--- src/rtl/seq_chunk_adder_if.sv ---
// Handshake and operand/result bundle for the chunked add/subtract unit.
interface seq_chunk_adder_if #(
    parameter int unsigned WIDTH = 16
);
    logic             start;
    logic [WIDTH-1:0] a;
    logic [WIDTH-1:0] b;
    logic             c_in;
    logic             sub;
    logic [WIDTH-1:0] sum;
    logic             c_out;
    logic             ovf;
    logic             busy;
    logic             done;

    modport master (
        output start, a, b, c_in, sub,
        input  sum, c_out, ovf, busy, done
    );

    modport slave (
        input  start, a, b, c_in, sub,
        output sum, c_out, ovf, busy, done
    );
endinterface

--- src/rtl/seq_chunk_adder.sv ---
// Multi-cycle add/subtract: adds CHUNK bits per clock, LSB chunk first,
// with the carry registered between chunks and a one-cycle done pulse.
module seq_chunk_adder #(
    parameter int unsigned WIDTH = 16,
    parameter int unsigned CHUNK = 4
) (
    input  logic              clk,
    input  logic              rst_n,
    seq_chunk_adder_if.slave  bus
);
    localparam int unsigned NCHUNK = WIDTH / CHUNK;
    localparam int unsigned CW     = (NCHUNK > 1) ? $clog2(NCHUNK) : 1;
    localparam int unsigned CSW    = CHUNK + 1;
    localparam logic [CW-1:0] LAST = CW'(NCHUNK - 1);

    generate
        if (WIDTH < 1 || CHUNK < 1 || (WIDTH % CHUNK) != 0) begin : g_bad_params
            $error("seq_chunk_adder: WIDTH must be >= 1 and a multiple of CHUNK");
        end
    endgenerate

    typedef enum logic {IDLE, RUN} state_t;

    state_t           state;
    logic [CW-1:0]    cnt;
    logic [WIDTH-1:0] a_r;
    logic [WIDTH-1:0] b_r;
    logic             carry;
    logic             a_sign;
    logic             b_sign;
    logic [WIDTH-1:0] part;
    logic [WIDTH-1:0] sum_r;
    logic             c_out_r;
    logic             ovf_r;
    logic             busy_r;
    logic             done_r;

    logic [CHUNK:0]   chunk_c;
    logic [WIDTH-1:0] part_next_c;

    // Operands shift down so the active chunk is always the low CHUNK bits;
    // result chunks enter at the top and shift down into place.
    always_comb begin
        chunk_c     = CSW'(a_r[CHUNK-1:0]) + CSW'(b_r[CHUNK-1:0]) + CSW'(carry);
        part_next_c = (part >> CHUNK) | (WIDTH'(chunk_c[CHUNK-1:0]) << (WIDTH - CHUNK));
    end

    always_ff @(posedge clk) begin
        if (!rst_n) begin
            state   <= IDLE;
            cnt     <= '0;
            a_r     <= '0;
            b_r     <= '0;
            carry   <= 1'b0;
            a_sign  <= 1'b0;
            b_sign  <= 1'b0;
            part    <= '0;
            sum_r   <= '0;
            c_out_r <= 1'b0;
            ovf_r   <= 1'b0;
            busy_r  <= 1'b0;
            done_r  <= 1'b0;
        end else begin
            done_r <= 1'b0;
            case (state)
                IDLE: begin
                    if (bus.start) begin
                        state  <= RUN;
                        a_r    <= bus.a;
                        b_r    <= bus.sub ? ~bus.b : bus.b;
                        carry  <= bus.sub ? 1'b1 : bus.c_in;
                        a_sign <= bus.a[WIDTH-1];
                        b_sign <= bus.sub ? ~bus.b[WIDTH-1] : bus.b[WIDTH-1];
                        cnt    <= '0;
                        part   <= '0;
                        busy_r <= 1'b1;
                    end
                end
                RUN: begin
                    a_r   <= a_r >> CHUNK;
                    b_r   <= b_r >> CHUNK;
                    carry <= chunk_c[CHUNK];
                    part  <= part_next_c;
                    cnt   <= cnt + CW'(1);
                    if (cnt == LAST) begin
                        state   <= IDLE;
                        sum_r   <= part_next_c;
                        c_out_r <= chunk_c[CHUNK];
                        ovf_r   <= (a_sign == b_sign) && (part_next_c[WIDTH-1] != a_sign);
                        busy_r  <= 1'b0;
                        done_r  <= 1'b1;
                    end
                end
                default: state <= IDLE;
            endcase
        end
    end

    assign bus.sum   = sum_r;
    assign bus.c_out = c_out_r;
    assign bus.ovf   = ovf_r;
    assign bus.busy  = busy_r;
    assign bus.done  = done_r;
endmodule
--- src/flat_wrapper.sv ---
// flat-port wrapper written by rule: the top's interface ports become plain ports
module seq_chunk_adder_flat 
#(
    parameter int unsigned WIDTH = 16,
    parameter int unsigned CHUNK = 4
)
  (clk, rst_n, bus_start, bus_a, bus_b, bus_c_in, bus_sub, bus_sum, bus_c_out, bus_ovf, bus_busy, bus_done);
  seq_chunk_adder_if #(.WIDTH(WIDTH)) bus_i ();
  input  logic clk;
  input  logic rst_n;
  input wire logic [$bits(bus_i.start)-1:0] bus_start;
  input wire logic [$bits(bus_i.a)-1:0] bus_a;
  input wire logic [$bits(bus_i.b)-1:0] bus_b;
  input wire logic [$bits(bus_i.c_in)-1:0] bus_c_in;
  input wire logic [$bits(bus_i.sub)-1:0] bus_sub;
  output wire logic [$bits(bus_i.sum)-1:0] bus_sum;
  output wire logic [$bits(bus_i.c_out)-1:0] bus_c_out;
  output wire logic [$bits(bus_i.ovf)-1:0] bus_ovf;
  output wire logic [$bits(bus_i.busy)-1:0] bus_busy;
  output wire logic [$bits(bus_i.done)-1:0] bus_done;
  assign bus_i.start = bus_start;
  assign bus_i.a = bus_a;
  assign bus_i.b = bus_b;
  assign bus_i.c_in = bus_c_in;
  assign bus_i.sub = bus_sub;
  assign bus_sum = bus_i.sum;
  assign bus_c_out = bus_i.c_out;
  assign bus_ovf = bus_i.ovf;
  assign bus_busy = bus_i.busy;
  assign bus_done = bus_i.done;
  seq_chunk_adder #(.WIDTH(WIDTH), .CHUNK(CHUNK)) u_core (.clk(clk), .rst_n(rst_n), .bus(bus_i));
endmodule
--- config.mk ---
export PLATFORM = sky130hd
export DESIGN_NAME = seq_chunk_adder_flat
export DESIGN_NICKNAME = d
export VERILOG_FILES = /design/src/rtl/seq_chunk_adder_if.sv /design/src/rtl/seq_chunk_adder.sv /design/src/flat_wrapper.sv
export SDC_FILE = /design/constraint.sdc
export NUM_CORES = 1
export LEC_CHECK = 0
export CORE_MARGIN = 5
export CORE_UTILIZATION = 35
export DETAILED_ROUTE_END_ITERATION = 8
export GPL_TIMING_DRIVEN = 1
export HOLD_SLACK_MARGIN = 0.06
export PLACE_DENSITY = 0.65
export SLEW_MARGIN = 5
export SYNTH_ARGS = -nofsm -noshare
export SYNTH_HDL_FRONTEND = slang
export SYNTH_SLANG_ARGS = --single-unit
--- constraint.sdc ---
create_clock -name clk -period 2.35 [get_ports clk]
set_input_delay 0.3525 -clock clk [delete_from_list [all_inputs] [get_ports clk]]
set_output_delay 0.3525 -clock clk [all_outputs]
set_load 0.05 [all_outputs]
==> flow_summary_export.csv <==
group,metric,value,unit
layout,nFillCells,833,
critical_path,crit_path_start_kind,"flop",
global_route,grt_usage,12.3,%
worst_hold_path,hp-class,"flop to flop",
status,outcome,"completed",
global_route,grt_overflow,0,
timing,fin_skew,0.00588,ns
die,die_h,104,um
die,die_area,10800,sq um
global_route,busiest_layer,"met2",
placement,dpl.hpwl,4550,um
clock_network,numCtsBuffers,9,
global_route,antenna_found_initial,0,
detailed_routing,via_count,2305,
synthesis,synth_edf_count,0,
detailed_routing,postRouteAntennaNets,0,
synthesis,synth.top_cell.area_share,45.6,%
layout,num_antenna_cells,0,
synthesis,yosys_warnings,0,
detailed_routing,drc_errors,0,
die,core,8640,sq um
clock_network,clk_transition_reported_paths,0.07,ns
synthesis,ys_seq_area_share,45.6,%
detailed_routing,vias_per_cell,4.81,
critical_path,critPathRequiredTime,2.58,ns
critical_path,worstSetupPathType,"flop to flop",
die,die_w,104,um
timing,setup_viol,0,
global_route,use_met2,19.8,%
clock_network,cts_hold_buf,0,
clock_network,ctsResizeCount,0,
die,start_util,35.6,%
clock_network,clock-sinks,70,
die,ios,57,
layout,nets,410,
critical_path,cp-end-kind,"flop",
detailed_routing,first_pass_iters,4,
timing,tightest_slew,0.512,ns
placement,gp_congestion,0.701,
pwr,p_per_area,698,nW/um^2
clock_network,clk_latency,0.34,ns
synthesis,yosys-top-cells-area,"dfxtp_1, mux2i_1, nor2b_1, a22o_1, xnor2_1",
synthesis,ys_types,35,
pwr,leakage,0.00150,uW
job,maxCapViolCount,0,
synthesis,async_reset_ff_share,0,%
die,rows,34,
detailed_routing,drtIter0Drc,101,
clock_network,cts-root-buf,"clkbuf_8",
timing,setup_tns,0,ns
global_route,grt_start_max_net_pins,39,
synthesis,synthesis.nets,361,
global_route,grt_pass1_wl,11100,um
clock_network,clockBufferDepth,2,
synthesis,syn-cell-area,3070,sq um
detailed_routing,wire_per_inst,13.1,um
global_route,grt_pass1_vias,2367,
timing,min_period,1.88,ns
detailed_routing,drt_wl_total,6290,um
layout,final_cell_mix,"dfxtp_1, clkdlybuf4s50_1, nor2b_1",
timing,slew_viol_final,0,
clock_network,h-tree-depth,3,
synthesis,synth_top_area_cell,"dfxtp_1",
global_route,use_met3,5.66,%
critical_path,path_max_fanout,2,
layout,layout-drive-gt1-share,7.82,%
timing,finalCritPeriodShare,80.1,%
clock_network,cts_tree,"built",
pwr,power,2740,uW
layout,final_common_cell,"dfxtp_1",
pwr,peakVddDrop,0.341,mV
global_route,use_met1,15.1,%
layout,seqCellArea,1400,sq um
synthesis,syn_inst,318,
clock_network,cts_setup_buffers,0,
timing,fmax,531,MHz
synthesis,synth-main-ff-cell,"dfxtp_1",
synthesis,synth_area_per_cell,9.67,sq um
timing,grt_setup_unrepaired,"false",
layout,post-route-util,45.5,%
synthesis,synth-seq-cells,70,
timing,hold_violations,0,
layout,multi_input_area,1520,sq um
timing,maxSlewHeadroom,65.8,%
critical_path,arrival,2.12,ns
layout,syn2layout_area_growth,27.7,%
placement,io_buffers,56,
cell families (layout without fill, tap and decap cells):
family | after synthesis | count (layout) | synth area share, %
AOI/OAI and AO/OA | 80 | 80 | 17.4
adders and majority gates | 6 | 6 | 2.93
muxes | 19 | 19 | 6.23
and+or+nand+nor | 98 | 98 | 17.6
buffers and inverters | 27 | 80 | 5.09
xor gates and xnor gates | 18 | 18 | 5.13
DFF | 70 | 70 | 45.6
per-layer routing:
layer  vias to the layer above  part of all wire [%]
met1                      1048                    48
li1                       1200                     -
met5                         -                     0
met3                         5                   5.4
met2                        52                    45
met4                         0                  0.87
power breakdown:
group / switching [uW] / internal, uW / leakage, uW
logic: 153 / 170 / 0.000811
registers: 42.5 / 1240 / 0.000571
clock network: 437 / 699 / 0.000115
Yosys cell counts (all sizes together) (2+ instances only):
cell type and n:
a22o 17, nor2b 28, o21ai 12, dfxtp 70, a21oi 26, mux2i 18
nand2 14, ha 4, a211oi 17, clkbuf 10, and2 12, xnor2 17
buf 17, a21o 3, nor3b 12, nand4 2, fa 2, nor2 24
worst paths after layout:
path,start,end,cells past startpoint,slack (ns)
worst max-delay path,u_core.carry$_SDFFE_PN0P_,u_core.carry$_SDFFE_PN0P_,6,0.47
worst min-delay path,u_core.part[4]$_SDFFE_PN0P_,u_core.bus.sum[0]$_SDFFE_PN0P_,1,0.46
worst max register to register,u_core.carry$_SDFFE_PN0P_,u_core.carry$_SDFFE_PN0P_,6,0.47
worst min register to register,u_core.part[4]$_SDFFE_PN0P_,u_core.bus.sum[0]$_SDFFE_PN0P_,1,0.46
metrics by stage:
step           worst slack [ns]  cell area, sq um  std cells  hold WS (ns)
2_1_floorplan             0.569              3070        318         0.434
3_3_place_gp              0.485              3690        464         0.443
3_5_place_dp              0.441              3690        464         0.444
4_1_cts                   0.458              3930        479         0.462
5_1_grt                   0.355              3930        479         0.487
6_report                  0.468              3930        479         0.460
critical path, cell delays in order, from the launching register on:
cell and delay, ns:
dfxtp_1 0.33, fa_1 0.45, fa_1 0.41, a21o_1 0.18, a21o_1 0.21, a21oi_1 0.15, nor2b_1 0.05
layout make-up:
class / count / share of cell area (%)
clock inverters: 6 / 2.84
clock buffers: 9 / 3.16
flip-flops and latches: 70 / 35.7
multi-input cells: 221 / 38.6
well taps: 108 / 3.44
repair buffers: 65 / 16.2
flip-flops by register name, indices dropped and copies added (netlist names), 2 cells and up:
register,count
u_core.bus.sum,16
u_core.cnt,2
u_core.part,12
u_core.a_r,16
u_core.b_r,16
Note: power is estimated with default switching activity, not from simulation.
==> RTL change 1: new RTL, config.mk and constraints unchanged <==
Reset style: asynchronous (`rst_n`), changed in one clocked block.
--- a/src/rtl/seq_chunk_adder.sv
+++ b/src/rtl/seq_chunk_adder.sv
@@ -47,3 +47,3 @@
 
-    always_ff @(posedge clk) begin
+    always_ff @(posedge clk or negedge rst_n) begin
         if (!rst_n) begin
Function: differs if rst_n is asserted again (counterexample within 4 cycles, from zero or initial values and one cycle with rst_n low); with rst_n held inactive, the same outputs for 10 cycles.
==> RTL change 1 against the unedited design <==
  * First-iteration DRC count down 68%
  * Final area up 0.32%
  * Area after synthesis up 0.90%
  * Critical endpoint is now bus_busy
  * Critical path depth down 5
  * Setup slack worse by 0.010 ns
  * Sequential cell count unchanged
  * Count of clock-buffer cells in the layout up 2
  * Synthesized cell count down 9.4%
  * Die area up 0.81%
  * Hold slack better by 0.0072 ns
  * Wire length down 0.14%
  * Cell count down 4.4%
Power is not compared: it rests on default switching activity, and its combinational part moved more than twofold at a synthesized area within 25%.
==> RTL change 1: results (changes against the unedited design) <==
<table>
<tr><th>Metric</th><th>Value</th></tr>
<tr><th colspan="2">Synth</th></tr>
<tr><td>Main flop type after synthesis</td><td>sky130_fd_sc_hd__dfrtp_1</td></tr>
<tr><td>Top cells by count, synth</td><td>70 x sky130_fd_sc_hd__dfrtp_1, 44 x sky130_fd_sc_hd__nand2_1, 25 x sky130_fd_sc_hd__nor2_1</td></tr>
<tr><td>Syn avg cell area</td><td>10.77 µm² (+11%)</td></tr>
<tr><td>Leading cell types by total area after synthesis</td><td>sky130_fd_sc_hd__dfrtp_1 56%, sky130_fd_sc_hd__nand2_1 5.3%, sky130_fd_sc_hd__mux2i_1 5.2%</td></tr>
<tr><td>Post-synth net total</td><td>331 (-8.3%)</td></tr>
<tr><th colspan="2">Global route</th></tr>
<tr><td>Number of global-route vias before repair</td><td>2,208 (-6.7%)</td></tr>
<tr><td>Wire length of the first global-routing pass</td><td>10,930 µm (-1.5%)</td></tr>
<tr><td>GRT met2 Usage</td><td>19.13% (-0.64 points)</td></tr>
<tr><td>Total track usage</td><td>12.30% (+0.016 points)</td></tr>
<tr><th colspan="2">Worst setup path</th></tr>
<tr><td>Path depth of the worst reg2reg path</td><td>5 (-1)</td></tr>
<tr><td>Worst endpoint data arrival time</td><td>1.54 ns (-0.58 ns)</td></tr>
<tr><td>End of the worst register-to-register path</td><td>u_core.bus.ovf$_DFFE_PN0P_</td></tr>
<tr><td>Highest cell delay on the worst timing path</td><td>0.83 ns (+0.38 ns)</td></tr>
<tr><td>Setup slack on the worst flop-to-flop path</td><td>0.49 ns (+0.02 ns)</td></tr>
<tr><td>Category of the worst setup path capture point</td><td>output pin</td></tr>
<tr><td>Slowest stage cell on the critical path</td><td>sky130_fd_sc_hd__clkdlybuf4s50_1</td></tr>
<tr><th colspan="2">Timing</th></tr>
<tr><td>Worst slew margin</td><td>63.41% (-2.4 points)</td></tr>
<tr><th colspan="2">Detailed routing</th></tr>
<tr><td>WL per Instance</td><td>13.71 µm (+4.4%)</td></tr>
<tr><td>Met3 wire length</td><td>307 µm (-9.7%)</td></tr>
<tr><td>Via count normalized by instance count</td><td>4.797 (-0.32%)</td></tr>
<tr><td>Routed length on met1</td><td>2896 µm (-4.5%)</td></tr>
<tr><td>Met2 layer wire length in the routed design</td><td>2977 µm (+4.2%)</td></tr>
<tr><th colspan="2">Placement</th></tr>
<tr><td>Number of placed instances with taps included</td><td>441 (-5.0%)</td></tr>
<tr><td>HPWL after detailed placement</td><td>4621 µm (+1.6%)</td></tr>
<tr><th colspan="2">Layout</th></tr>
<tr><td>Number of nets in the layout</td><td>388 (-5.4%)</td></tr>
<tr><td>Proportion of layout cells with a drive suffix above 1</td><td>11.71% (+3.9 points)</td></tr>
<tr><td>Finished Layout Cells</td><td>458 (-4.4%)</td></tr>
<tr><th colspan="2">Run status</th></tr>
<tr><td>Status</td><td>complete, no violations</td></tr>
<tr><th colspan="2">Clock tree</th></tr>
<tr><td>Hold buffers post-CTS</td><td>1 (+1)</td></tr>
</table>
[RTL change 1: cell count changes in the layout (fill, tap and decap cells not counted), moves of 13 or more]
| cell | unedited run | this run |
|---|---|---|
| sky130_fd_sc_hd__dfxtp_1 | 69 | 0 |
| sky130_fd_sc_hd__o21ai_1 | 0 | 20 |
| sky130_fd_sc_hd__nand2_1 | 14 | 44 |
| sky130_fd_sc_hd__nor2b_1 | 28 | 0 |
| sky130_fd_sc_hd__a211oi_1 | 17 | 4 |
| sky130_fd_sc_hd__dfrtp_1 | 0 | 69 |
[RTL change 1: per-stage QoR]
step	hold WS [ns]	instance area (µm²)	utilization, %	power, µW	setup slack [ns]
CTS	0.4651	3938	45.37	4919	0.4246
detailed placement	0.3003	3761	43.34	4072	0.4910
global route	0.4837	3938	45.37	5199	0.3963
floorplan	0.05691	3102	-	3410	0.6232
finish	0.4672	3938	45.37	4847	0.4575
global placement	0.3052	3761	43.34	4005	0.5590
[RTL change 1: cell type report]
| type | instances | area [µm²] |
|---|---|---|
| Fill cell | 845 | 4741 |
| Sequential cell | 70 | 1753 |
| Multi-Input combinational cell | 195 | 1251 |
| Timing Repair Buffer | 64 | 613.1 |
| Clock buffer | 11 | 141.4 |
| Tap cell | 108 | 135.1 |
| Clock inverter | 5 | 25.02 |
| Inverter | 5 | 18.77 |
[RTL change 1: cell families (layout without fill, tap and decap cells)]
logic type / count (synthesis) / after routing / synth area share (%)
muxes: 31 / 31 / 10.61
adders and majority gates: 6 / 6 / 2.905
buffers and inverters: 23 / 85 / 3.187
AOI/OAI and AO/OA: 66 / 66 / 12.18
xor gates and xnor gates: 17 / 17 / 4.800
DFF: 70 / 70 / 56.47
and+or+nand+nor: 75 / 75 / 9.843
==> RTL change 2: new RTL, same settings <==
Without the edit above. `CHUNK` is set to 4 in 2 places; all go to 8.
--- a/src/rtl/seq_chunk_adder.sv
+++ b/src/rtl/seq_chunk_adder.sv
@@ -4,3 +4,3 @@
     parameter int unsigned WIDTH = 16,
-    parameter int unsigned CHUNK = 4
+    parameter int unsigned CHUNK = 8
 ) (
--- a/src/flat_wrapper.sv
+++ b/src/flat_wrapper.sv
@@ -4,3 +4,3 @@
     parameter int unsigned WIDTH = 16,
-    parameter int unsigned CHUNK = 4
+    parameter int unsigned CHUNK = 8
 )
Function: changed (Yosys sat finds a counterexample within 4 cycles, from zero or initial values and one cycle with rst_n low).
==> RTL change 2 against the unedited design <==
  * Wire length increased by 3.2%
  * Setup slack got worse by 0.17 ns
  * Final area decreased by 1.6%
  * Area after synthesis decreased by 3.7%
  * Via count increased by 3.8%
  * Sequential power decreased by 7%
  * Power decreased by 7.2%
  * Sequential cell count decreased by 5
  * Critical path type unchanged
==> RTL change 2: results (changes against the unedited design) <==
<table>
<tr><th>Metric</th><th>Value</th></tr>
<tr><th colspan="2">Timing</th></tr>
<tr><td>Least-Margin Pin Slew</td><td>0.6187 ns (+0.1071 ns)</td></tr>
<tr><td>Setup skew after layout</td><td>0.009098 ns (+0.003217 ns)</td></tr>
<tr><th colspan="2">Power</th></tr>
<tr><td>Cell Int Power</td><td>1898 µW (-9.9%)</td></tr>
<tr><td>Portion of total power attributed to sequential cells</td><td>46.9% (+0.2 points)</td></tr>
<tr><td>Combinational power</td><td>408 µW (+26%)</td></tr>
<tr><th colspan="2">Detailed routing</th></tr>
<tr><td>Via count normalized by instance count</td><td>4.954 (+3.0%)</td></tr>
<tr><td>Initial DRC Count</td><td>47 (-53%)</td></tr>
<tr><td>WL per Instance</td><td>13.44 µm (+2.4%)</td></tr>
<tr><td>Met3 wire length</td><td>339 µm (-0.29%)</td></tr>
<tr><td>Met2 layer wire length in the routed design</td><td>3017 µm (+5.6%)</td></tr>
<tr><th colspan="2">Global route</th></tr>
<tr><td>Met3 GRT Util</td><td>5.188% (-0.47 points)</td></tr>
<tr><td>Wire length of the first global-routing pass</td><td>11,020 µm (-0.68%)</td></tr>
<tr><th colspan="2">Worst setup path</th></tr>
<tr><td>Cell family with the largest share of critical-path delay</td><td>compound AO/OA/AOI/OAI gates</td></tr>
<tr><td>Worst endpoint data arrival time</td><td>2.28 ns (+0.16 ns)</td></tr>
<tr><td>Highest cell delay on the worst timing path</td><td>0.39 ns (-0.06 ns)</td></tr>
<tr><th colspan="2">Synth</th></tr>
<tr><td>Synthesized-area fraction occupied by ao, oa, aoi and oai cells</td><td>19.27% (+1.9 points)</td></tr>
<tr><td>Top cells by count, synth</td><td>65 x sky130_fd_sc_hd__dfxtp_1, 30 x sky130_fd_sc_hd__nor2_1, 20 x sky130_fd_sc_hd__nor2b_1</td></tr>
<tr><td>Post-synth net total</td><td>362 (+0.28%)</td></tr>
<tr><td>Multiplexer share of the synthesized area</td><td>6.424% (+0.20 points)</td></tr>
<tr><td>Syn avg cell area</td><td>9.368 µm² (-3.1%)</td></tr>
<tr><th colspan="2">Placement</th></tr>
<tr><td>Post-Place Worst Slack</td><td>0.2013 ns (-0.2394 ns)</td></tr>
<tr><td>Number of placed instances with taps included</td><td>468 (+0.86%)</td></tr>
<tr><th colspan="2">Layout</th></tr>
<tr><td>Number of nets in the layout</td><td>420 (+2.4%)</td></tr>
<tr><td>Proportion of layout cells with a drive suffix above 1</td><td>8.730% (+0.91 points)</td></tr>
<tr><th colspan="2">Run status</th></tr>
<tr><td>Status</td><td>complete, no violations</td></tr>
</table>
RTL change 2: cell count changes in the layout (fill, tap and decap cells not counted), sizes merged, moves of 4 or more:
| cell | before | now |
|---|---|---|
| a22o | 17 | 13 |
| inv | 0 | 6 |
| buf | 10 | 15 |
| nor2 | 24 | 30 |
| a21oi | 26 | 17 |
| dfxtp | 70 | 65 |
| nor2b | 28 | 20 |
RTL change 2: path summary, 6_finish.rpt:
| kind | start | end | slack, ns | depth (start not counted) |
|---|---|---|---|---|
| worst min register to register | u_core.part[14]$_SDFFE_PN0P_ | u_core.bus.sum[6]$_SDFFE_PN0P_ | 0.46 | 1 |
| worst min-delay path | u_core.part[14]$_SDFFE_PN0P_ | u_core.bus.sum[6]$_SDFFE_PN0P_ | 0.46 | 1 |
| worst max register to register | u_core.carry$_SDFFE_PN0P_ | u_core.part[12]$_SDFFE_PN0P_ | 0.30 | 8 |
| worst max-delay path | u_core.carry$_SDFFE_PN0P_ | u_core.part[12]$_SDFFE_PN0P_ | 0.30 | 8 |
RTL change 2: logic make-up (layout without fill, tap and decap cells):
kind of cell	count (synthesis)	count (layout)
muxes	19	19
and+or+nand+nor	92	92
DFF	65	65
AOI/OAI and AO/OA	83	83
buffers and inverters	29	91
adders and majority gates	9	9
xor gates and xnor gates	19	19
RTL change 2: cell type report:
type                    instances  area (µm²)
clock buffers                  12       155.1
flip-flops and latches         65        1301
well taps                     105       131.4
inverters                       6       22.52
fillers                       784        4353
repair buffers                 70       673.1
multi-input cells             222        1540
clock inverters                 3       40.04
RTL change 2: repair_timing:
action / 4_1_cts / 5_1_grt
setup endpoints to repair: 0 / 2
resized for setup: 0 / 1
hold buffers: 0 / 0
